[src/rtl/spi_packet_assembler.sv]
`default_nettype none
// ============================================================================
// Module      : spi_packet_assembler
// Description : Builds one packet from a stream of received SPI bytes.
//               Byte format: one metadata byte, then 8 prefix bytes, then
//               (metadata - 8) payload bytes (0..32). The finished packet is
//               held stable on the packet_* outputs until the downstream side
//               accepts it with packet_ready.
//
// Parameters  : TIMEOUT_CYCLES   idle clk cycles allowed between bytes of one
//                                packet (used only in the timeout build)
//
// Ports       : clk              sole clock, rising edge
//               rst              asynchronous reset, active low
//               RX_valid         one-cycle strobe, rx_byte is valid
//               rx_byte[7:0]     received byte
//               packet_ready     downstream accepts the held packet
//               packet_valid     assembled packet available
//               packet_meta_data metadata byte of the packet
//               packet_prefix    64-bit name prefix, first byte in [63:56]
//               packet_data      256-bit payload, left aligned, zero filled
//               packet_error     one-cycle pulse, bad metadata or timeout
//               overflow         one-cycle pulse, byte dropped while held
//               busy             high whenever the FSM is not IDLE
//
// Build macro : SPI_ASM_TIMEOUT_EN  enables the inter-byte timeout; when
//               undefined the assembler waits indefinitely for each byte.
//
// Revision    : 1.0  initial release
// ============================================================================
module spi_packet_assembler #(
   parameter int TIMEOUT_CYCLES = 1024
) (
   input  logic         clk,
   input  logic         rst,
   input  logic         RX_valid,
   input  logic [7:0]   rx_byte,
   input  logic         packet_ready,
   output logic         packet_valid,
   output logic [7:0]   packet_meta_data,
   output logic [63:0]  packet_prefix,
   output logic [255:0] packet_data,
   output logic         packet_error,
   output logic         overflow,
   output logic         busy
);

   typedef enum logic [1:0] {
      S_IDLE   = 2'd0,
      S_PREFIX = 2'd1,
      S_DATA   = 2'd2,
      S_HOLD   = 2'd3
   } state_t;

   state_t      state;
   logic [5:0]  byte_cnt;

   logic        meta_ok;
   logic        take_meta;
   logic        data_last;
   logic [7:0]  data_slot_lsb;
   logic        timeout_hit;

   // A zero-cycle budget makes no sense; reject it at elaboration.
   if (TIMEOUT_CYCLES < 1) begin : g_timeout_range_check
      $error("spi_packet_assembler: TIMEOUT_CYCLES must be >= 1");
   end

   // Legal metadata covers 8 prefix bytes plus 0..32 payload bytes.
   assign meta_ok = (rx_byte >= 8'd8) && (rx_byte <= 8'd40);

   // A byte is metadata when idle, or when it arrives in the very cycle the
   // held packet is handed off.
   assign take_meta = RX_valid &&
                      ((state == S_IDLE) || ((state == S_HOLD) && packet_ready));

   // Payload byte n is the last one when n + 1 == meta - 8.
   assign data_last = (({2'b00, byte_cnt} + 8'd9) == packet_meta_data);

   // Payload byte n lands at bit offset 8*(31-n); 31-n on 5 bits is ~n.
   assign data_slot_lsb = {~byte_cnt[4:0], 3'b000};

`ifdef SPI_ASM_TIMEOUT_EN
   localparam int TW = $clog2(TIMEOUT_CYCLES + 1);

   logic [TW-1:0] idle_cnt;
   logic          assembling;

   assign assembling  = (state == S_PREFIX) || (state == S_DATA);

   // Fires on the TIMEOUT_CYCLES-th consecutive cycle without a byte.
   assign timeout_hit = assembling && !RX_valid &&
                        (idle_cnt == TW'(TIMEOUT_CYCLES - 1));

   always_ff @(posedge clk or negedge rst) begin
      if (!rst) begin
         idle_cnt <= '0;
      end else if (assembling && !RX_valid && !timeout_hit) begin
         idle_cnt <= idle_cnt + 1'b1;
      end else begin
         idle_cnt <= '0;
      end
   end
`else
   assign timeout_hit = 1'b0;
`endif

   always_ff @(posedge clk or negedge rst) begin
      if (!rst) begin
         state            <= S_IDLE;
         byte_cnt         <= 6'd0;
         packet_valid     <= 1'b0;
         packet_meta_data <= 8'd0;
         packet_prefix    <= 64'd0;
         packet_data      <= 256'd0;
         packet_error     <= 1'b0;
         overflow         <= 1'b0;
         busy             <= 1'b0;
      end else begin
         packet_error <= 1'b0;
         overflow     <= 1'b0;

         if (take_meta) begin
            packet_meta_data <= rx_byte;
            byte_cnt         <= 6'd0;
            packet_valid     <= 1'b0;
            if (meta_ok) begin
               state         <= S_PREFIX;
               busy          <= 1'b1;
               // Start from a clean slate so no bytes of an earlier packet
               // remain visible in the unfilled payload slots.
               packet_prefix <= 64'd0;
               packet_data   <= 256'd0;
            end else begin
               state        <= S_IDLE;
               busy         <= 1'b0;
               packet_error <= 1'b1;
            end
         end else begin
            case (state)
               S_IDLE: begin
                  busy <= 1'b0;
               end

               S_PREFIX: begin
                  if (timeout_hit) begin
                     state         <= S_IDLE;
                     busy          <= 1'b0;
                     byte_cnt      <= 6'd0;
                     packet_error  <= 1'b1;
                     packet_prefix <= 64'd0;
                     packet_data   <= 256'd0;
                  end else if (RX_valid) begin
                     packet_prefix <= {packet_prefix[55:0], rx_byte};
                     if (byte_cnt == 6'd7) begin
                        byte_cnt <= 6'd0;
                        if (packet_meta_data == 8'd8) begin
                           state        <= S_HOLD;
                           packet_valid <= 1'b1;
                        end else begin
                           state <= S_DATA;
                        end
                     end else begin
                        byte_cnt <= byte_cnt + 6'd1;
                     end
                  end
               end

               S_DATA: begin
                  if (timeout_hit) begin
                     state         <= S_IDLE;
                     busy          <= 1'b0;
                     byte_cnt      <= 6'd0;
                     packet_error  <= 1'b1;
                     packet_prefix <= 64'd0;
                     packet_data   <= 256'd0;
                  end else if (RX_valid) begin
                     packet_data[data_slot_lsb +: 8] <= rx_byte;
                     if (data_last) begin
                        state        <= S_HOLD;
                        byte_cnt     <= 6'd0;
                        packet_valid <= 1'b1;
                     end else begin
                        byte_cnt <= byte_cnt + 6'd1;
                     end
                  end
               end

               S_HOLD: begin
                  if (packet_ready) begin
                     state        <= S_IDLE;
                     busy         <= 1'b0;
                     packet_valid <= 1'b0;
                  end else if (RX_valid) begin
                     // Held packet must stay intact; the byte is lost.
                     overflow <= 1'b1;
                  end
               end

               default: begin
                  state        <= S_IDLE;
                  busy         <= 1'b0;
                  packet_valid <= 1'b0;
                  byte_cnt     <= 6'd0;
               end
            endcase
         end
      end
   end

endmodule
`default_nettype wire

[config.mk]
export PLATFORM = sky130hd
export DESIGN_NAME = spi_packet_assembler
export DESIGN_NICKNAME = d
export VERILOG_FILES = /design/src/rtl/spi_packet_assembler.sv
export SDC_FILE = /design/constraint.sdc
export NUM_CORES = 1
export LEC_CHECK = 0
export CAP_MARGIN = 20
export CORE_MARGIN = 1
export CORE_UTILIZATION = 53
export CTS_BUF_LIST = sky130_fd_sc_hd__clkbuf_16
export CTS_CLUSTER_DIAMETER = 80
export DETAILED_ROUTE_END_ITERATION = 7
export GPL_ROUTABILITY_DRIVEN = 0
export MAX_ROUTING_LAYER = met4
export PLACE_DENSITY = 0.85
export SYNTH_ARGS = -nofsm -noshare
export SYNTH_HDL_FRONTEND = slang
export SYNTH_SLANG_ARGS = --single-unit
[constraint.sdc]
create_clock -name clk -period 6.55 [get_ports clk]
set_input_delay 1.31 -clock clk [delete_from_list [all_inputs] [get_ports clk]]
set_output_delay 1.31 -clock clk [all_outputs]
set_load 0.01 [all_outputs]
==> results.txt, run 1 <==
----------------------------------------------------
[Status]
  Result of the run ... finished, final reports clean

[STA]
  Max-slew violations ... 0
  Maximum frequency from static timing analysis ... 262 MHz
  Crit path time final ... ~3.8 ns
  Clock tree skew after final layout ... 0.0173 ns
  Number of hold-slack violations in the final timing report ... 0
  Portion of the clock cycle consumed by the worst path in the final layout ... 58.2%
  RSZ-0062 raised after global routing ... no
  Pin slew with the least headroom to its limit ... roughly 1.0 ns
  Setup Total Neg Slack ... 0 ns
  Endpoints failing setup ... 0
  Max-slew headroom at the worst pin ... 30.3%

[Floorplan]
  Floorplan Core Area ... roughly 25000 um^2
  Full die area ... roughly 27000 um^2
  Height of the chip ... 164 um
  Total number of placement rows ... 58
  Initial cell density of the core ... 54.6%
  Count of pins on the block boundary ... 344
  Die span in x ... 164 um

[Routing]
  Final WL ... between 40000 and 50000 um
  Wire length per cell after detailed routing ... 24.6 um
  Drt drc ... 0
  Via/cell ratio ... 6.44
  Via count ... 11600
  Detailed-routing iteration count for the pre-antenna-repair pass ... 5
  Number of DRC markers in iteration 0 ... 1321
  Routed Antenna Nets ... 0

[Layout]
  Area growth, synth to finish ... 34.3%
  Post-route core utilization ... 73.3%
  Layout cells sized above 1 ... 6.74%
  Post-Layout Inst Area ... between 15000 and 20000 um^2
  Commonest cells after routing, fill and taps aside ... 342 x sky130_fd_sc_hd__clkdlybuf4s50_1, 340 x sky130_fd_sc_hd__dfrtp_1, 139 x sky130_fd_sc_hd__nand2_1
  Sequential cell area ... 8510 um^2
  Most common cell after layout, fill and taps aside ... sky130_fd_sc_hd__clkdlybuf4s50_1
  Area of combinational cells with multiple inputs ... 4950 um^2
  Final net count ... 1463
  Count of antenna diodes in the layout ... 0
  Filler cells ... 1702

[Placed design]
  Number of I/O port buffers ... 343
  Placed instance area ... ~17000 um^2
  HPWL reported at the end of detailed placement ... 30100 um

[Min path]
  Hold path depth ... 2
  Launch instance of the worst min-delay path ... packet_data[3]
  Hold worst-path end ... packet_data[3]
  Hold WC Path Type ... register to register

[Yosys]
  FFs w/ async S/R, synth ... 100%
  Distinct cell type count after synthesis ... 62
  Number of enable flip-flop cells after synthesis ... 0
  Synthesized area ... between 10000 and 15000 um^2
  Flip-flop and latch count after synthesis ... 340
  Post-synthesis instance total ... 1123
  Fraction of post-synthesis cell area in the top cell type by area ... 61.4%
  Sequential fraction of the synthesis area ... around three fifths
  Main synth FF type ... sky130_fd_sc_hd__dfrtp_1
  Post-Synthesis Mean Instance Area ... around 12 um^2
  Yosys warning total ... 0
  Post-synth net total ... 1143
  Area contributors post-synth ... sky130_fd_sc_hd__dfrtp_1 61%, sky130_fd_sc_hd__o2bb2ai_1 8.5%, sky130_fd_sc_hd__a22o_1 6.7%
  Top cell type by total area after synthesis ... sky130_fd_sc_hd__dfrtp_1

[Run]
  Max capacitance violation total ... 0

[CTS]
  Clock tree from TritonCTS ... yes
  Clock Sinks ... 340
  Clock root buffer master ... sky130_fd_sc_hd__clkbuf_16
  Hold buffer count at CTS ... 0
  Clk Latency, worst-skew pair ... between 0.5 and 0.6 ns
  TritonCTS Buffers ... 35
  Clock-pin slew on the worst setup and hold paths ... ~0.060 ns
  Post-CTS setup buffer count ... 0
  Maximum number of buffers from clock root to sink ... 3
  Number of cells upsized or downsized after cts ... 0
  Depth of the CTS H-tree ... 2

[Power and ir drop]
  Total power ... approximately 6.9 mW
  Cell leakage power ... 8.03 nW
  Largest voltage drop on the vdd net ... 0.000242 V
  Power density over the cells ... 370 nW/um^2

[Worst setup path]
  WP depth ... 7
  Reg2reg path depth ... 7
  Reg2Reg Capture Point ... packet_data[105]
  Worst Path Required ... 6.98 ns
  Max stage delay cell, worst path ... sky130_fd_sc_hd__ha_1
  Crit path DAT ... 4.24 ns
  Startpoint of the lowest-slack register-to-register path ... byte_cnt[0]
  Maximum cell stage delay along the critical path ... 0.86 ns
  Maximum net fanout on the critical path ... 20
  Crit path buf inv count ... 0
  Type of origin of the critical path ... register
  Cell breakdown of the critical path ... ha_1 -> nor2_1 -> o21bai_1 -> a22oi_1 -> nand2b_1 -> a21o_1 -> o2bb2ai_1
  Cell family with most CP delay ... compound AO/OA/AOI/OAI gates
  Worst reg-to-reg setup slack ... roughly 2.7 ns
  CP endpoint kind ... register
  Critical Setup Path Class ... register to register

[GRT]
  Wire length of the first global-routing pass ... 67600 um
  Antenna violations before repair ... 0
  Number of global-route vias before repair ... roughly 11000
  Remaining Overflow, GRT ... 0
  Total routing resource utilization after global routing ... between 30% and 40%
  Pin count of the biggest net entering global routing ... 158

----------------------------------------------------
## kinds of logic after synthesis
kind of cell	after synthesis	synth area share [%]
adders and majority gates	8	0.722
muxes	21	1.64
AOI/OAI and AO/OA	392	23.7
DFF	340	61.4
xor gates and xnor gates	10	0.822
buffers and inverters	91	3.02
and+or+nand+nor	261	8.75
## routing by layer
layer / wire length [um] / global-route usage, %
met5: 0 / -
met2: 21600 / 53.6
met3: 4100 / 7.45
met4: 1590 / 12.2
met1: 17000 / 43.7
## state kept, by name (all words and copies together) (netlist names)
register,count
busy,1
packet_valid,1
packet_meta_data,8
byte_cnt,6
packet_error,1
packet_data,256
packet_prefix,64
overflow,1
state,2
## worst register-to-register path, stage by stage (launching register included)
cell and delay [ns]:
sky130_fd_sc_hd__dfrtp_1 0.74, sky130_fd_sc_hd__ha_1 0.86, sky130_fd_sc_hd__nor2_1 0.21, sky130_fd_sc_hd__o21bai_1 0.24, sky130_fd_sc_hd__a22oi_1 0.68, sky130_fd_sc_hd__nand2b_1 0.47
sky130_fd_sc_hd__a21o_1 0.37, sky130_fd_sc_hd__o2bb2ai_1 0.16
## final cells by class
cell class	count	share of cell area (%)
tap	330	2.22
inverter	16	0.323
multi-input combinational	692	26.6
clock inverter	25	0.974
clock buffer	37	4.97
timing repair buffer	358	19.2
sequential	340	45.7
## cells in the mapped netlist, types with 2 or more instances
cell type                   number
sky130_fd_sc_hd__buf_2          20
sky130_fd_sc_hd__nor3_1         13
sky130_fd_sc_hd__a21oi_1        14
sky130_fd_sc_hd__dfrtp_1       340
sky130_fd_sc_hd__o21ai_0        31
sky130_fd_sc_hd__and3b_1         2
sky130_fd_sc_hd__a21boi_0        2
sky130_fd_sc_hd__mux2i_1        10
sky130_fd_sc_hd__and3_1          5
sky130_fd_sc_hd__nor2_1         38
sky130_fd_sc_hd__o21ai_1         8
sky130_fd_sc_hd__clkbuf_1       39
sky130_fd_sc_hd__nand2b_1       13
sky130_fd_sc_hd__or4_1           2
sky130_fd_sc_hd__xor2_1          3
sky130_fd_sc_hd__nand4_1         4
sky130_fd_sc_hd__o21a_1          5
sky130_fd_sc_hd__o211ai_1        3
sky130_fd_sc_hd__a32o_1         52
sky130_fd_sc_hd__xnor2_1         5
sky130_fd_sc_hd__mux2_2         10
sky130_fd_sc_hd__nand3_1         6
sky130_fd_sc_hd__nor4_2          3
sky130_fd_sc_hd__buf_4           6
sky130_fd_sc_hd__or3_1           8
sky130_fd_sc_hd__o21ai_2         7
sky130_fd_sc_hd__a21o_1         15
sky130_fd_sc_hd__a211oi_1        2
sky130_fd_sc_hd__inv_1          15
sky130_fd_sc_hd__o22ai_1         2
sky130_fd_sc_hd__o2bb2ai_1     134
sky130_fd_sc_hd__buf_6           4
sky130_fd_sc_hd__nand2_1       139
sky130_fd_sc_hd__a22o_1        106
sky130_fd_sc_hd__and2_1          9
sky130_fd_sc_hd__nor4_1         10
sky130_fd_sc_hd__buf_1           6
sky130_fd_sc_hd__ha_1            8
## where the power goes
| group | total (mW) | internal (mW) | leakage [nW] | switching, mW |
|---|---|---|---|---|
| clock network | 1.94 | 1.14 | 0.572 | 0.804 |
| logic | 2.22 | 0.949 | 2.76 | 1.27 |
| registers | 2.72 | 2.40 | 4.69 | 0.319 |
| total | 6.88 | 4.49 | 8.03 | 2.40 |
## metrics by stage
stage	worst slack (ns)	hold WS (ns)	std cells
global route	2.58	0.492	1798
floorplan	3.56	0.516	1123
global placement	1.80	0.463	1734
detailed placement	2.30	0.470	1735
CTS	2.81	0.483	1797
finish	2.74	0.477	1798
## worst max-delay path by stage
stage | startpoint | to | slack, ns
floorplan | rx_byte[1] | packet_data[120] | 3.56
global placement | packet_ready | packet_data[244] | 1.80
detailed placement | packet_ready | packet_data[24] | 2.30
CTS | packet_ready | packet_data[24] | 2.81
global route | byte_cnt[0] | packet_data[48] | 2.58
finish | byte_cnt[0] | packet_data[105] | 2.74
(Power assumes the default switching activity.)
==> inputs of run 2 (changes only) <==
Settings changed: CORE_UTILIZATION 53 to 45, PLACE_DENSITY 0.85 to 0.77.
Clock period 6.55 ns to 3.4 ns, I/O delays scaled along.
==> results.txt, run 2 (synthesis results as in run 1) <==
----------------------------------------------------
[STA]
  Maximum frequency from static timing analysis ... 340 MHz (was 262 MHz)
  RSZ-0062 raised after global routing ... no (unchanged)
  Clock tree skew after final layout ... 0.0245 ns (was 0.0173 ns)
  Max-slew headroom at the worst pin ... 28.8% (was 30.3%)
  Fin worst setup slack ... 0.456 ns (was 2.74 ns)
  Number of hold-slack violations in the final timing report ... 0 (unchanged)
  Crit path time final ... 2.94 ns (was 3.81 ns)
  Max-slew violations ... 0 (unchanged)
  Tightest hold margin ... 0.199 ns (was 0.477 ns)
  Setup Total Neg Slack ... 0 ns (unchanged)
  Pin slew with the least headroom to its limit ... 1.07 ns (was 1.05 ns)
  Portion of the clock cycle consumed by the worst path in the final layout ... 86.6% (was 58.2%)
  Endpoints failing setup ... 0 (unchanged)

[CTS]
  Post-CTS setup buffer count ... 0 (unchanged)
  Clock-pin slew on the worst setup and hold paths ... 0.06 ns (about the same)
  Hold buffer count at CTS ... 0 (unchanged)
  Clock root buffer master ... sky130_fd_sc_hd__clkbuf_16 (unchanged)
  Depth of the CTS H-tree ... 2 (unchanged)
  Maximum number of buffers from clock root to sink ... 3 (unchanged)
  Clk Latency, worst-skew pair ... 0.52 ns (was 0.51 ns)
  Clock Sinks ... 340 (unchanged)
  TritonCTS Buffers ... 37 (was 35)
  Clock tree from TritonCTS ... yes (unchanged)
  Number of cells upsized or downsized after cts ... 0 (unchanged)

[Layout]
  Leading registers by flop count ... packet_data: 256 flops, packet_prefix: 64 flops, packet_meta_data: 8 flops (unchanged)
  Area of combinational cells with multiple inputs ... 4950 um^2 (unchanged)
  Final cell count without fillers ... 1896 (was 1798)
  Filler cells ... 2301 (was 1702)
  Sequential cell area ... 8510 um^2 (unchanged)
  Largest reg by FF count ... packet_data (unchanged)
  Final net count ... 1497 (was 1463)
  Area growth, synth to finish ... 38.0% (was 34.3%)
  Post-route core utilization ... 63.9% (was 73.3%)
  Layout cells sized above 1 ... 9.30% (was 6.74%)
  Count of antenna diodes in the layout ... 0 (unchanged)
  Most common cell after layout, fill and taps aside ... sky130_fd_sc_hd__clkdlybuf4s50_1 (unchanged)
  Commonest cells after routing, fill and taps aside ... 342 x sky130_fd_sc_hd__clkdlybuf4s50_1, 340 x sky130_fd_sc_hd__dfrtp_1, 139 x sky130_fd_sc_hd__nand2_1 (unchanged)
  Number of flip-flops in the largest register ... 256 (unchanged)
  Post-Layout Inst Area ... 19100 um^2 (was 18600 um^2)

[Worst setup path]
  CP endpoint kind ... register (unchanged)
  Crit path DAT ... 3.35 ns (was 4.24 ns)
  Maximum net fanout on the critical path ... 14 (was 20)
  Maximum cell stage delay along the critical path ... 0.57 ns (was 0.86 ns)
  Cell family with most CP delay ... simple AND/OR/NAND/NOR gates (was compound AO/OA/AOI/OAI gates)
  Crit path buf inv count ... 0 (unchanged)
  Cell breakdown of the critical path ... ha_1 -> nand3_1 -> nor2_1 -> o21a_1 -> nand2b_1 -> a21o_1 -> a22o_1 (was ha_1 -> nor2_1 -> o21bai_1 -> a22oi_1 -> nand2b_1 -> a21o_1 -> o2bb2ai_1)
  Type of origin of the critical path ... register (unchanged)
  Worst Path Required ... 3.81 ns (was 6.98 ns)
  Critical Setup Path Class ... register to register (unchanged)
  Max stage delay cell, worst path ... sky130_fd_sc_hd__ha_1 (unchanged)

[Run]
  Max capacitance violation total ... 0 (unchanged)

[Power and ir drop]
  Cell leakage power ... 8.26 nW (was 8.03 nW)
  Total power ... 13.9 mW (was 6.88 mW)
  Largest voltage drop on the vdd net ... 0.000358 V (was 0.000242 V)
  Power density over the cells ... 727 nW/um^2 (was 370 nW/um^2)

[Routing]
  Number of DRC markers in iteration 0 ... 991 (was 1321)
  Final WL ... 46100 um (was 44300 um)
  Wire length per cell after detailed routing ... 24.3 um (was 24.6 um)
  Via count ... 11600 (about the same)
  Via/cell ratio ... 6.10 (was 6.44)
  Drt drc ... 0 (unchanged)
  Detailed-routing iteration count for the pre-antenna-repair pass ... 5 (unchanged)
  Routed Antenna Nets ... 0 (unchanged)

[GRT]
  Pin count of the biggest net entering global routing ... 98 (was 158)
  Total routing resource utilization after global routing ... 30.3% (was 34.1%)
  Number of global-route vias before repair ... 11800 (was 11400)
  Remaining Overflow, GRT ... 0 (unchanged)
  Wire length of the first global-routing pass ... 70400 um (was 67600 um)
  Antenna violations before repair ... 0 (unchanged)

[Status]
  Result of the run ... finished, final reports clean (unchanged)

[Placed design]
  HPWL reported at the end of detailed placement ... 32300 um (was 30100 um)
  Number of I/O port buffers ... 343 (unchanged)
  Total placed cells including tap cells ... 1828 (was 1735)
  Setup slack at placement ... 0.335 ns (was 2.30 ns)
  Placed instance area ... 17900 um^2 (was 17500 um^2)

[Min path]
  Hold WC Path Type ... primary input to async pin (was register to register)

[Floorplan]
  Floorplan Core Area ... 30000 um^2 (was 25400 um^2)
  Count of pins on the block boundary ... 344 (unchanged)
  Height of the chip ... 178 um (was 164 um)
  Initial cell density of the core ... 46.3% (was 54.6%)
  Full die area ... 31500 um^2 (was 26800 um^2)
  Die span in x ... 178 um (was 164 um)
  Total number of placement rows ... 63 (was 58)

----------------------------------------------------
## run 2: power breakdown
group / switching (mW) / internal (mW) / leakage (nW)
combinational: 2.56 / 1.95 / 2.94
sequential: 0.567 / 4.63 / 4.69
clock: 1.65 / 2.54 / 0.634
## run 2: routing by layer
layer | global-route usage [%] | vias to the layer above | part of all wire [%]
li1 | - | 4943 | -
met1 | 38.7 | 5850 | 39
met2 | 46.9 | 656 | 47
met3 | 7.67 | 113 | 9.9
met4 | 10.6 | 0 | 3.4
met5 | - | - | 0
## run 2: path summary, 6_finish.rpt
check	from	slack, ns	to	depth (start not counted)
max in group asynchronous	rst	2.32	packet_data[11]	2
min in group clk	packet_data[186]	0.48	packet_data[186]	1
hold / removal	rst	0.20	packet_prefix[61]	1
setup reg to reg	byte_cnt[0]	0.46	packet_data[42]	7
hold reg to reg	packet_data[186]	0.48	packet_data[186]	1
setup / recovery	byte_cnt[0]	0.46	packet_data[42]	7
## run 2: area by class of cell
| cell class | instances | area share [%] |
|---|---|---|
| inverters | 16 | 0.314 |
| multi-input cells | 692 | 25.9 |
| well taps | 390 | 2.55 |
| flip-flops and latches | 340 | 44.5 |
| clock inverters | 29 | 1.54 |
| clock buffers | 39 | 5.10 |
| repair buffers | 390 | 20.1 |
## run 2: worst register-to-register path, stage by stage (launching register included)
cell	delay, ns
sky130_fd_sc_hd__dfrtp_1	0.36
sky130_fd_sc_hd__ha_1	0.57
sky130_fd_sc_hd__nand3_1	0.32
sky130_fd_sc_hd__nor2_1	0.39
sky130_fd_sc_hd__o21a_1	0.32
sky130_fd_sc_hd__nand2b_1	0.25
sky130_fd_sc_hd__a21o_1	0.35
sky130_fd_sc_hd__a22o_1	0.27
